## config.mk

```make
export PLATFORM = sky130hd
export DESIGN_NAME = npc_adder
export DESIGN_NICKNAME = d
export VERILOG_FILES = /design/src/rtl/npc_adder.sv
export SDC_FILE = /design/constraint.sdc
export NUM_CORES = 1
export LEC_CHECK = 0
export ABC_AREA = 1
export ABC_CLOCK_PERIOD_IN_PS = 900
export CELL_PAD_IN_SITES_DETAIL_PLACEMENT = 0
export CELL_PAD_IN_SITES_GLOBAL_PLACEMENT = 2
export CORE_AREA = 2 2 97 99
export DETAILED_ROUTE_END_ITERATION = 6
export DIE_AREA = 0 0 99 101
export HOLD_SLACK_MARGIN = 0.08
export PLACE_DENSITY_LB_ADDON = 0.1
export SYNTH_ARGS = -nofsm -noshare
export SYNTH_HDL_FRONTEND = slang
export SYNTH_SLANG_ARGS = --single-unit
```

## constraint.sdc

```tcl
create_clock -name clk -period 0.9 [get_ports clk]
set_input_delay 0.225 -clock clk [delete_from_list [all_inputs] [get_ports clk]]
set_output_delay 0.225 -clock clk [all_outputs]
set_load 0.1 [all_outputs]
```

## src/rtl/npc_adder.sv

```systemverilog
// rtl/npc_adder.sv - registered next-PC adder for the SPARC datapath
//
// Loads either in + STEP or in unchanged into the next-PC register whenever
// nPC_ADD is high; all outputs are registered, nothing is combinational from
// the inputs.
//
// Parameters:
//   WIDTH     data path width in bits (>= 2)
//   STEP      increment applied when sel=1, in bytes (must be below 2^WIDTH)
//
// Ports:
//   clk       rising-edge clock
//   rst_n     asynchronous active-low reset
//   in        source address (current nPC)
//   sel       1: load in + STEP, 0: load in unchanged
//   nPC_ADD   load enable
//   out       registered next-PC value
//   out_valid high once at least one load has happened since reset
//   wrap      carry-out of the increment for the most recent load
//   misalign  (NPC_ADDER_ALIGN_CHECK_EN only) loaded out[1:0] != 2'b00
//
// Build option: define NPC_ADDER_ALIGN_CHECK_EN to add the misalign port and
// its register; otherwise no alignment logic exists.

module npc_adder #(
    parameter int WIDTH = 32,
    parameter int STEP  = 4
) (
    input  logic             clk,
    input  logic             rst_n,
    input  logic [WIDTH-1:0] in,
    input  logic             sel,
    input  logic             nPC_ADD,
    output logic [WIDTH-1:0] out,
    output logic             out_valid,
    output logic             wrap
`ifdef NPC_ADDER_ALIGN_CHECK_EN
    ,
    output logic             misalign
`endif
);

    localparam logic [WIDTH:0] STEP_EXT = (WIDTH + 1)'(STEP);

    // One extra bit so the carry-out of the increment can be captured as wrap.
    logic [WIDTH:0] sum_ext;

    always_comb begin
        sum_ext = {1'b0, in} + (sel ? STEP_EXT : '0);
    end

    always_ff @(posedge clk or negedge rst_n) begin
        if (!rst_n) begin
            out       <= '0;
            out_valid <= 1'b0;
            wrap      <= 1'b0;
        end else if (nPC_ADD) begin
            out       <= sum_ext[WIDTH-1:0];
            out_valid <= 1'b1;
            wrap      <= sum_ext[WIDTH];
        end
    end

`ifdef NPC_ADDER_ALIGN_CHECK_EN
    always_ff @(posedge clk or negedge rst_n) begin
        if (!rst_n) begin
            misalign <= 1'b0;
        end else if (nPC_ADD) begin
            misalign <= (sum_ext[1:0] != 2'b00);
        end
    end
`endif

endmodule

```

Word-level counts from Yosys, hierarchy flattened
Cells that the tools add are included.

Input port bits: 36. Register bits after elaboration: 34.

Muxes and demuxes: 1. $add $sub $neg: 1.

Operators with widths (count): 32-bit by 3-bit adder with 33-bit output (1); 3-bit two-way mux (1).

Depth between registers and ports, before layout
Gate-level depths: netlist of run 1.

Depth in word-level cells: 2. Gate-level depth with buffers: 10.

Least setup slack after synthesis of run 1
OpenSTA, ideal clock, no wires.

Path kind: input -> register. Start point: in in[2]. End point: reg out[14]. Cell stages on the path: 9. Setup time: 0.120 ns. Slack: -0.519 ns. Data arrival time: 1.299 ns. Cells stage by stage: ha_1 ha_1 nand2_2 nor2_8 nand2_4 nor2_4 or2_2 nand3_1 nand2_1.

Word-level cells in the longest chain between the ends: 1.

Ends and longest elaborated chain: from (decl) (RTL line 31) `input logic [WIDTH-1:0] in,`; 32-bit by 3-bit adder with 33-bit output (RTL line 49) `sum_ext = {1'b0, in} + (sel ? STEP_EXT : '0);`; to (signal assigned) (RTL line 58) `out <= sum_ext[WIDTH-1:0];`; to (decl) (RTL line 34) `output logic [WIDTH-1:0] out,`.

No other way between the ends. A chain may end at the register's enable or synchronous reset.

Final worst setup path of run 1
Start point: reg out_valid. End point: out out_valid.

RTL lines: from (decl) (RTL line 35) `output logic out_valid,`; from (signal assigned) (RTL line 55) `out_valid <= 1'b0;`; from (signal assigned) (RTL line 59) `out_valid <= 1'b1;`.

No word-level cell between the ends.

==> flow_summary.yaml, run 1 <==
routing:
  drt-vias-per-instance: 4.42
  postRouteAntennaNets: 0
  drt_first_pass_iters: 4
  drt_iter0_markers: 29
  drt-total-wl_um: 7400
  drc_errors: 0
  wl_per_cell_um: 13.6
  wl_met1_um: 3310
  top_layer_used: "met4"
  vias: 2414
  dr_wl_met2_um: 3680
  wl_met3_um: 314
critical_path:
  critical_path_buf_inv_count: 1
  ff2ff_setup_slack_ps: -30
  crit_chain: "buf_12"
  crit_arrival_ps: 960
  cpLargestDelayFamily: "flip-flops"
  cp-end-kind: "output port"
  start_kind: "flop"
  required_ps: 670
  critPathSlowestCell: "dfrtp_4"
  critPathKind: "flop to output port"
  max_stage_delay_ps: 500
  cp_max_fo: 2
hold_path:
  min_path_type: "input pin to flop"
timing:
  worstMarginPinSlew_ps: 235
  setup_violations: 61
  finalMaxSlewViolations: 0
  tns_ps: -11670
  fin_worst_skew_ps: 0
  rsz0062_at_grt: "yes"
  period_share: 1.31
  hold_violations: 0
  slew_headroom: 0.843
  period_minus_slack_ps: 1180
  fin_hold_ws_ps: 254
  fmax_mhz: 847
  setup_ws_ps: -281
global_routing:
  grt_pass1_wl_um: 12400
  grt_antenna_before_repair: 0
  grtUsageTotal: 0.158
  grt_max_degree: 35
  grt_pass1_vias: 2571
  grt_overflow_total: 0
floorplan:
  core_area_um2: 8980
  row_count: 35
  fp.dieH_um: 101
  num_io_pins: 70
  initial_core_util: 0.242
  die_area_um2: 10000
  die_w_um: 99
cells_and_area:
  final_cell_area_um2: 4250
  nets: 473
  fill_cells: 952
  stdcell_count: 546
  area_delta_synth_final_pct: 95.2
  num_antenna_cells: 0
  mostFrequentLayoutCell: "nand2_1"
  layout-drive-gt1-share: 0.568
  layout_common_cells: "nand2_1 (109), buf_4 (43), buf_12 (36)"
pwr:
  p_leak_nw: 1.89
  power.density_nw_per_um2: 1270
  ir_drop_v: 0.000635
yosys:
  ys_ff_latch: 34
  yosys_warnings: 0
  syn-cell-area_um2: 2180
  netlist_instances: 310
  ys_seq_area_frac: 0.391
  syn_nets: 348
  syn_avg_cell_area_um2: 7.02
  synth_cell_types: 28
cts:
  clock-sinks: 34
  clk_latency_ps: 290
  cts_tree: "done"
  cts_root_buf: "clkbuf_8"
  clk_pin_slew_ps: 70
  cts_buffer_depth: 2
  htree_levels: 2
  cts_made_buffers: 5
place:
  gp_congestion: 0.799
  place_inst: 531
  placed_cell_area_um2: 3770
  dp_hpwl_um: 5700
  port_buffers: 69
  pre_cts_slack_ps: -985
run_status:
  violations: "setup timing"
  status: "complete, but fails checks"
run:
  cap_violations: 0
[cells by family (layout without fill, tap and decap cells)]
logic type | count (synthesis) | in the layout | synth area share
fa+ha+maj | 2 | 2 | 0.0115
flops | 34 | 34 | 0.391
buf+inv | 30 | 155 | 0.0650
simple gates | 225 | 225 | 0.478
compound gates | 15 | 15 | 0.0385
xor+xnor | 4 | 4 | 0.0161
[synthesized netlist by cell type, drive strengths merged]
library cell | number | share of area
or2 | 4 | 0.012
nor2 | 43 | 0.12
xnor2 | 1 | 0.0040
inv | 23 | 0.040
xor2 | 3 | 0.012
a31oi | 1 | 0.0029
nand4 | 1 | 0.0029
nand2 | 140 | 0.26
nor4 | 1 | 0.0029
nand3 | 33 | 0.076
ha | 2 | 0.011
o21ai | 10 | 0.023
dfrtp | 34 | 0.39
a21oi | 1 | 0.0023
o21bai | 3 | 0.010
buf | 6 | 0.019
and2 | 3 | 0.0086
clkbuf | 1 | 0.0063
[sequential cells by signal, indices dropped and copies added, names as in the netlist]
register / cells
out: 32
out_valid: 1
wrap: 1
[repair_timing]
item | 4_1_cts | 5_1_grt
pin swaps | 51 | 30
hold endpoints to repair | 34 | 0
setup endpoints to repair | 67 | 63
hold buffers | 1 | 0
gates resized for setup | 150 | 25
buffers inserted | 4 | 4
[through the flow]
stage | power, mW | util
3_5_place_dp | 4.22 | 0.420
4_1_cts | 5.42 | 0.459
6_report | 5.37 | 0.473
5_1_grt | 5.63 | 0.473
2_1_floorplan | 3.09 | -
3_3_place_gp | 4.22 | 0.420
[cell type report]
class,instances,area [um2],share of cell area
Clock buffer,7,76.3,0.0180
Multi-Input combinational cell,246,1560,0.368
Tap cell,111,139,0.0327
Sequential cell,34,901,0.212
Inverter,23,88.8,0.0209
Timing Repair Buffer,125,1480,0.349
[worst paths after layout]
check                           startpoint  cells past startpoint        end
worst min-delay path                   sel                      4     out[2]
max in group asynchronous            rst_n                      3     out[4]
worst max-delay path             out_valid                      1  out_valid
worst max register to register   out_valid                      2  out_valid
min in group asynchronous            rst_n                      3    out[24]
worst min register to register      out[2]                      2     out[2]
[power breakdown]
part,total (mW),internal [mW],switching (mW)
clock,1.12,0.534,0.584
combinational,2.42,0.919,1.50
sequential,1.84,1.69,0.148
total,5.37,3.14,2.23
[routing by layer]
| layer | GRT usage | vias up |
|---|---|---|
| met1 | 0.199 | 1145 |
| li1 | - | 1209 |
| met4 | 0.0506 | 0 |
| met3 | 0.0284 | 8 |
| met2 | 0.273 | 52 |
| met5 | 0 | - |
Note: power is estimated with default switching activity, not from simulation.
==> inputs of run 2 (changes only) <==
--- a/config.mk
+++ b/config.mk
@@ -5,13 +5,12 @@
 export SDC_FILE = /design/constraint.sdc
 export NUM_CORES = 1
 export LEC_CHECK = 0
-export ABC_AREA = 1
 export ABC_CLOCK_PERIOD_IN_PS = 900
 export CELL_PAD_IN_SITES_DETAIL_PLACEMENT = 0
 export CELL_PAD_IN_SITES_GLOBAL_PLACEMENT = 2
-export CORE_AREA = 2 2 97 99
+export CORE_AREA = 2 2 81 102
 export DETAILED_ROUTE_END_ITERATION = 6
-export DIE_AREA = 0 0 99 101
+export DIE_AREA = 0 0 83 104
 export HOLD_SLACK_MARGIN = 0.08
 export PLACE_DENSITY_LB_ADDON = 0.1
 export SYNTH_ARGS = -nofsm -noshare
==> run 2 against run 1 <==
Net effect:
- the run still ends with setup timing left
- total power grew 0.92%
- critical path type is now input pin to flop
- synthesized area shrank 14%
- largest cell class is now buffers
- highest routed layer unchanged
- final cell count shrank 19%
- sequential power is essentially flat
- non-clock buffer count grew 26
==> flow_summary.yaml, run 2 <==
global_routing:
  grt_overflow_total: 0
  grtUsageTotal: 0.147
  grt_max_degree: 35
  grt_pass1_vias: 2127
  grt_pass1_wl_um: 10200
  grt_antenna_before_repair: 0
routing:
  drt_iter0_markers: 82
  drt-vias-per-instance: 4.73
  vias: 2094
  drc_errors: 0
  drt_first_pass_iters: 4
  wl_per_cell_um: 14.2
  postRouteAntennaNets: 0
  drt-total-wl_um: 6300
cells_and_area:
  largest_reg_flops: 32
  num_antenna_cells: 0
  layout-drive-gt1-share: 0.638
  nets: 386
  top_register: "out"
  fill_cells: 686
  layout_common_cells: "buf_4 (61), buf_12 (35), buf_6 (30)"
  regArea_um2: 908
  mostFrequentLayoutCell: "buf_4"
  multiInputGateArea_um2: 1210
  fin_util: 0.529
  area_delta_synth_final_pct: 119
  reg_top3: "out (32), out_valid (1), wrap (1)"
cts:
  cts_root_buf: "clkbuf_8"
  htree_levels: 2
  clk_latency_ps: 280
  cts_tree: "done"
  cts_buffer_depth: 2
  clk_pin_slew_ps: 70
  cts_made_buffers: 5
  clock-sinks: 34
critical_path:
  critPathKind: "input pin to flop"
  ff2ff_setup_slack_ps: -130
  critical_path.endpoint: "wrap"
  required_ps: 1110
  cp-end-kind: "flop"
  start_kind: "input pin"
  r2r_end: "out_valid"
  setup.worst_path.start: "in[16]"
  rr_startpoint: "out_valid"
  reg2regPathDepth: 3
  crit_arrival_ps: 1700
  cp_max_fo: 8
yosys:
  ys_ff_latch: 34
  netlist_instances: 201
  synth_edf_count: 0
  syn_avg_cell_area_um2: 9.28
  synth.top_cells.by_area: "dfrtp_1 (46%), nor2_1 (5.2%), a21oi_1 (4.6%)"
  syn_nets: 239
  netlist_top_cells_count: "dfrtp_1 (34), nor2_1 (26), a21oi_1 (17), nand3_1 (13)"
  yosys_warnings: 0
  synth_cell_types: 31
  async_flop_share: 1.00
  synthFlopType: "dfrtp_1"
  ys_seq_area_frac: 0.456
  synth_top_area_cell: "dfrtp_1"
  synth_top_area_share: 0.456
  synth_most_common_cell: "dfrtp_1"
  syn-cell-area_um2: 1860
pwr:
  p_leak_nw: 1.69
  swShare: 0.399
  power.density_nw_per_um2: 1330
  p_comb_frac: 0.458
  power.switching_mw: 2.16
  clkPwrFrac: 0.199
  seq_power_share: 0.343
  p_int_mw: 3.26
  ir_drop_v: 0.000899
floorplan:
  row_count: 36
  num_io_pins: 70
  core_area_um2: 7700
  initial_core_util: 0.242
  fp.dieH_um: 104
  die_w_um: 83
  die_area_um2: 8630
timing:
  finalMaxSlewViolations: 0
  rsz0062_at_grt: "yes"
  setup_violations: 63
  period_minus_slack_ps: 1490
  worstMarginPinSlew_ps: 260
  fin_hold_ws_ps: 255
  slew_headroom: 0.826
  fin_worst_skew_ps: 0
  hold_violations: 0
  period_share: 1.65
  fmax_mhz: 672
  setup_ws_ps: -588
run_status:
  violations: "setup timing"
  status: "complete, but fails checks"
place:
  dp_hpwl_um: 4400
  port_buffers: 69
  gp_congestion: 0.776
  pre_cts_slack_ps: -1430
hold_path:
  hp-start: "in[20]"
  min_path_type: "input pin to flop"
  whs_path_depth: 3
run:
  cap_violations: 0
-- run 2: cell type report --
class,count,share of cell area
timing repair buffer,151,0.428
multi-input combinational,152,0.297
sequential,34,0.223
tap,95,0.0292
clock buffer,7,0.0187
inverter,4,0.00369
-- run 2: critical path, cell delays in order --
cell and delay [ps]:
buf_8 80, nand3_4 70, or4_4 600, buf_6 150
or4_4 510, o21ai_2 70
-- run 2: logic make-up after synthesis --
| logic type | count (synthesis) | synth area share |
|---|---|---|
| muxes | 4 | 0.0242 |
| DFF | 34 | 0.456 |
| adders and majority gates | 2 | 0.0134 |
| buffers and inverters | 16 | 0.0403 |
| xor gates and xnor gates | 13 | 0.0611 |
| and+or+nand+nor | 88 | 0.260 |
| AOI/OAI and AO/OA | 44 | 0.145 |
-- run 2: power by group through the flow --
stage	registers (mW)	clock network [mW]	logic, mW
global placement	1.89	0	2.33
finish	1.86	1.08	2.48
CTS	1.87	1.12	2.42
floorplan	2.84	0	0.270
global route	1.88	1.18	2.58
detailed placement	1.90	0	2.33
-- run 2: repair_timing --
| action | CTS | global route |
|---|---|---|
| hold endpoints to repair | 34 | 0 |
| pin swaps | 47 | 30 |
| gates cloned | 1 | 0 |
| resized for setup | 143 | 30 |
| setup buffers | 16 | 13 |
| hold buffers | 1 | 0 |
| endpoints found under the setup margin | 65 | 62 |
-- run 2: layer usage --
layer	up-vias	wire, um	GRT usage
met5	-	0	0
met1	999	2470	0.168
met4	0	95	0.0550
met3	7	281	0.0389
li1	1038	-	-
met2	50	3450	0.260
-- run 2: stage by stage --
stage	setup TNS [ps]	instances	area (um2)	total power, mW
after floorplan	-15110	201	2040	3.11
after global placement	-34110	406	3490	4.22
after detailed placement	-34190	406	3490	4.23
after CTS	-17720	430	3840	5.40
after global routing	-19860	443	4070	5.64
final	-17690	443	4070	5.42
-- run 2: worst min-delay path by stage --
stage / end
floorplan: out[10]
global placement: out_valid
detailed placement: out_valid
CTS: out[15]
global route: out[20]
finish: out[20]
==> inputs of run 3 (changes only) <==
--- a/config.mk
+++ b/config.mk
@@ -6,6 +6,7 @@
 export NUM_CORES = 1
 export LEC_CHECK = 0
 export ABC_CLOCK_PERIOD_IN_PS = 900
+export CAP_MARGIN = 20
 export CELL_PAD_IN_SITES_DETAIL_PLACEMENT = 0
 export CELL_PAD_IN_SITES_GLOBAL_PLACEMENT = 2
 export CORE_AREA = 2 2 81 102
==> results of run 3 <==
The final DEF is identical to that of run 2; final timing and power are the same.
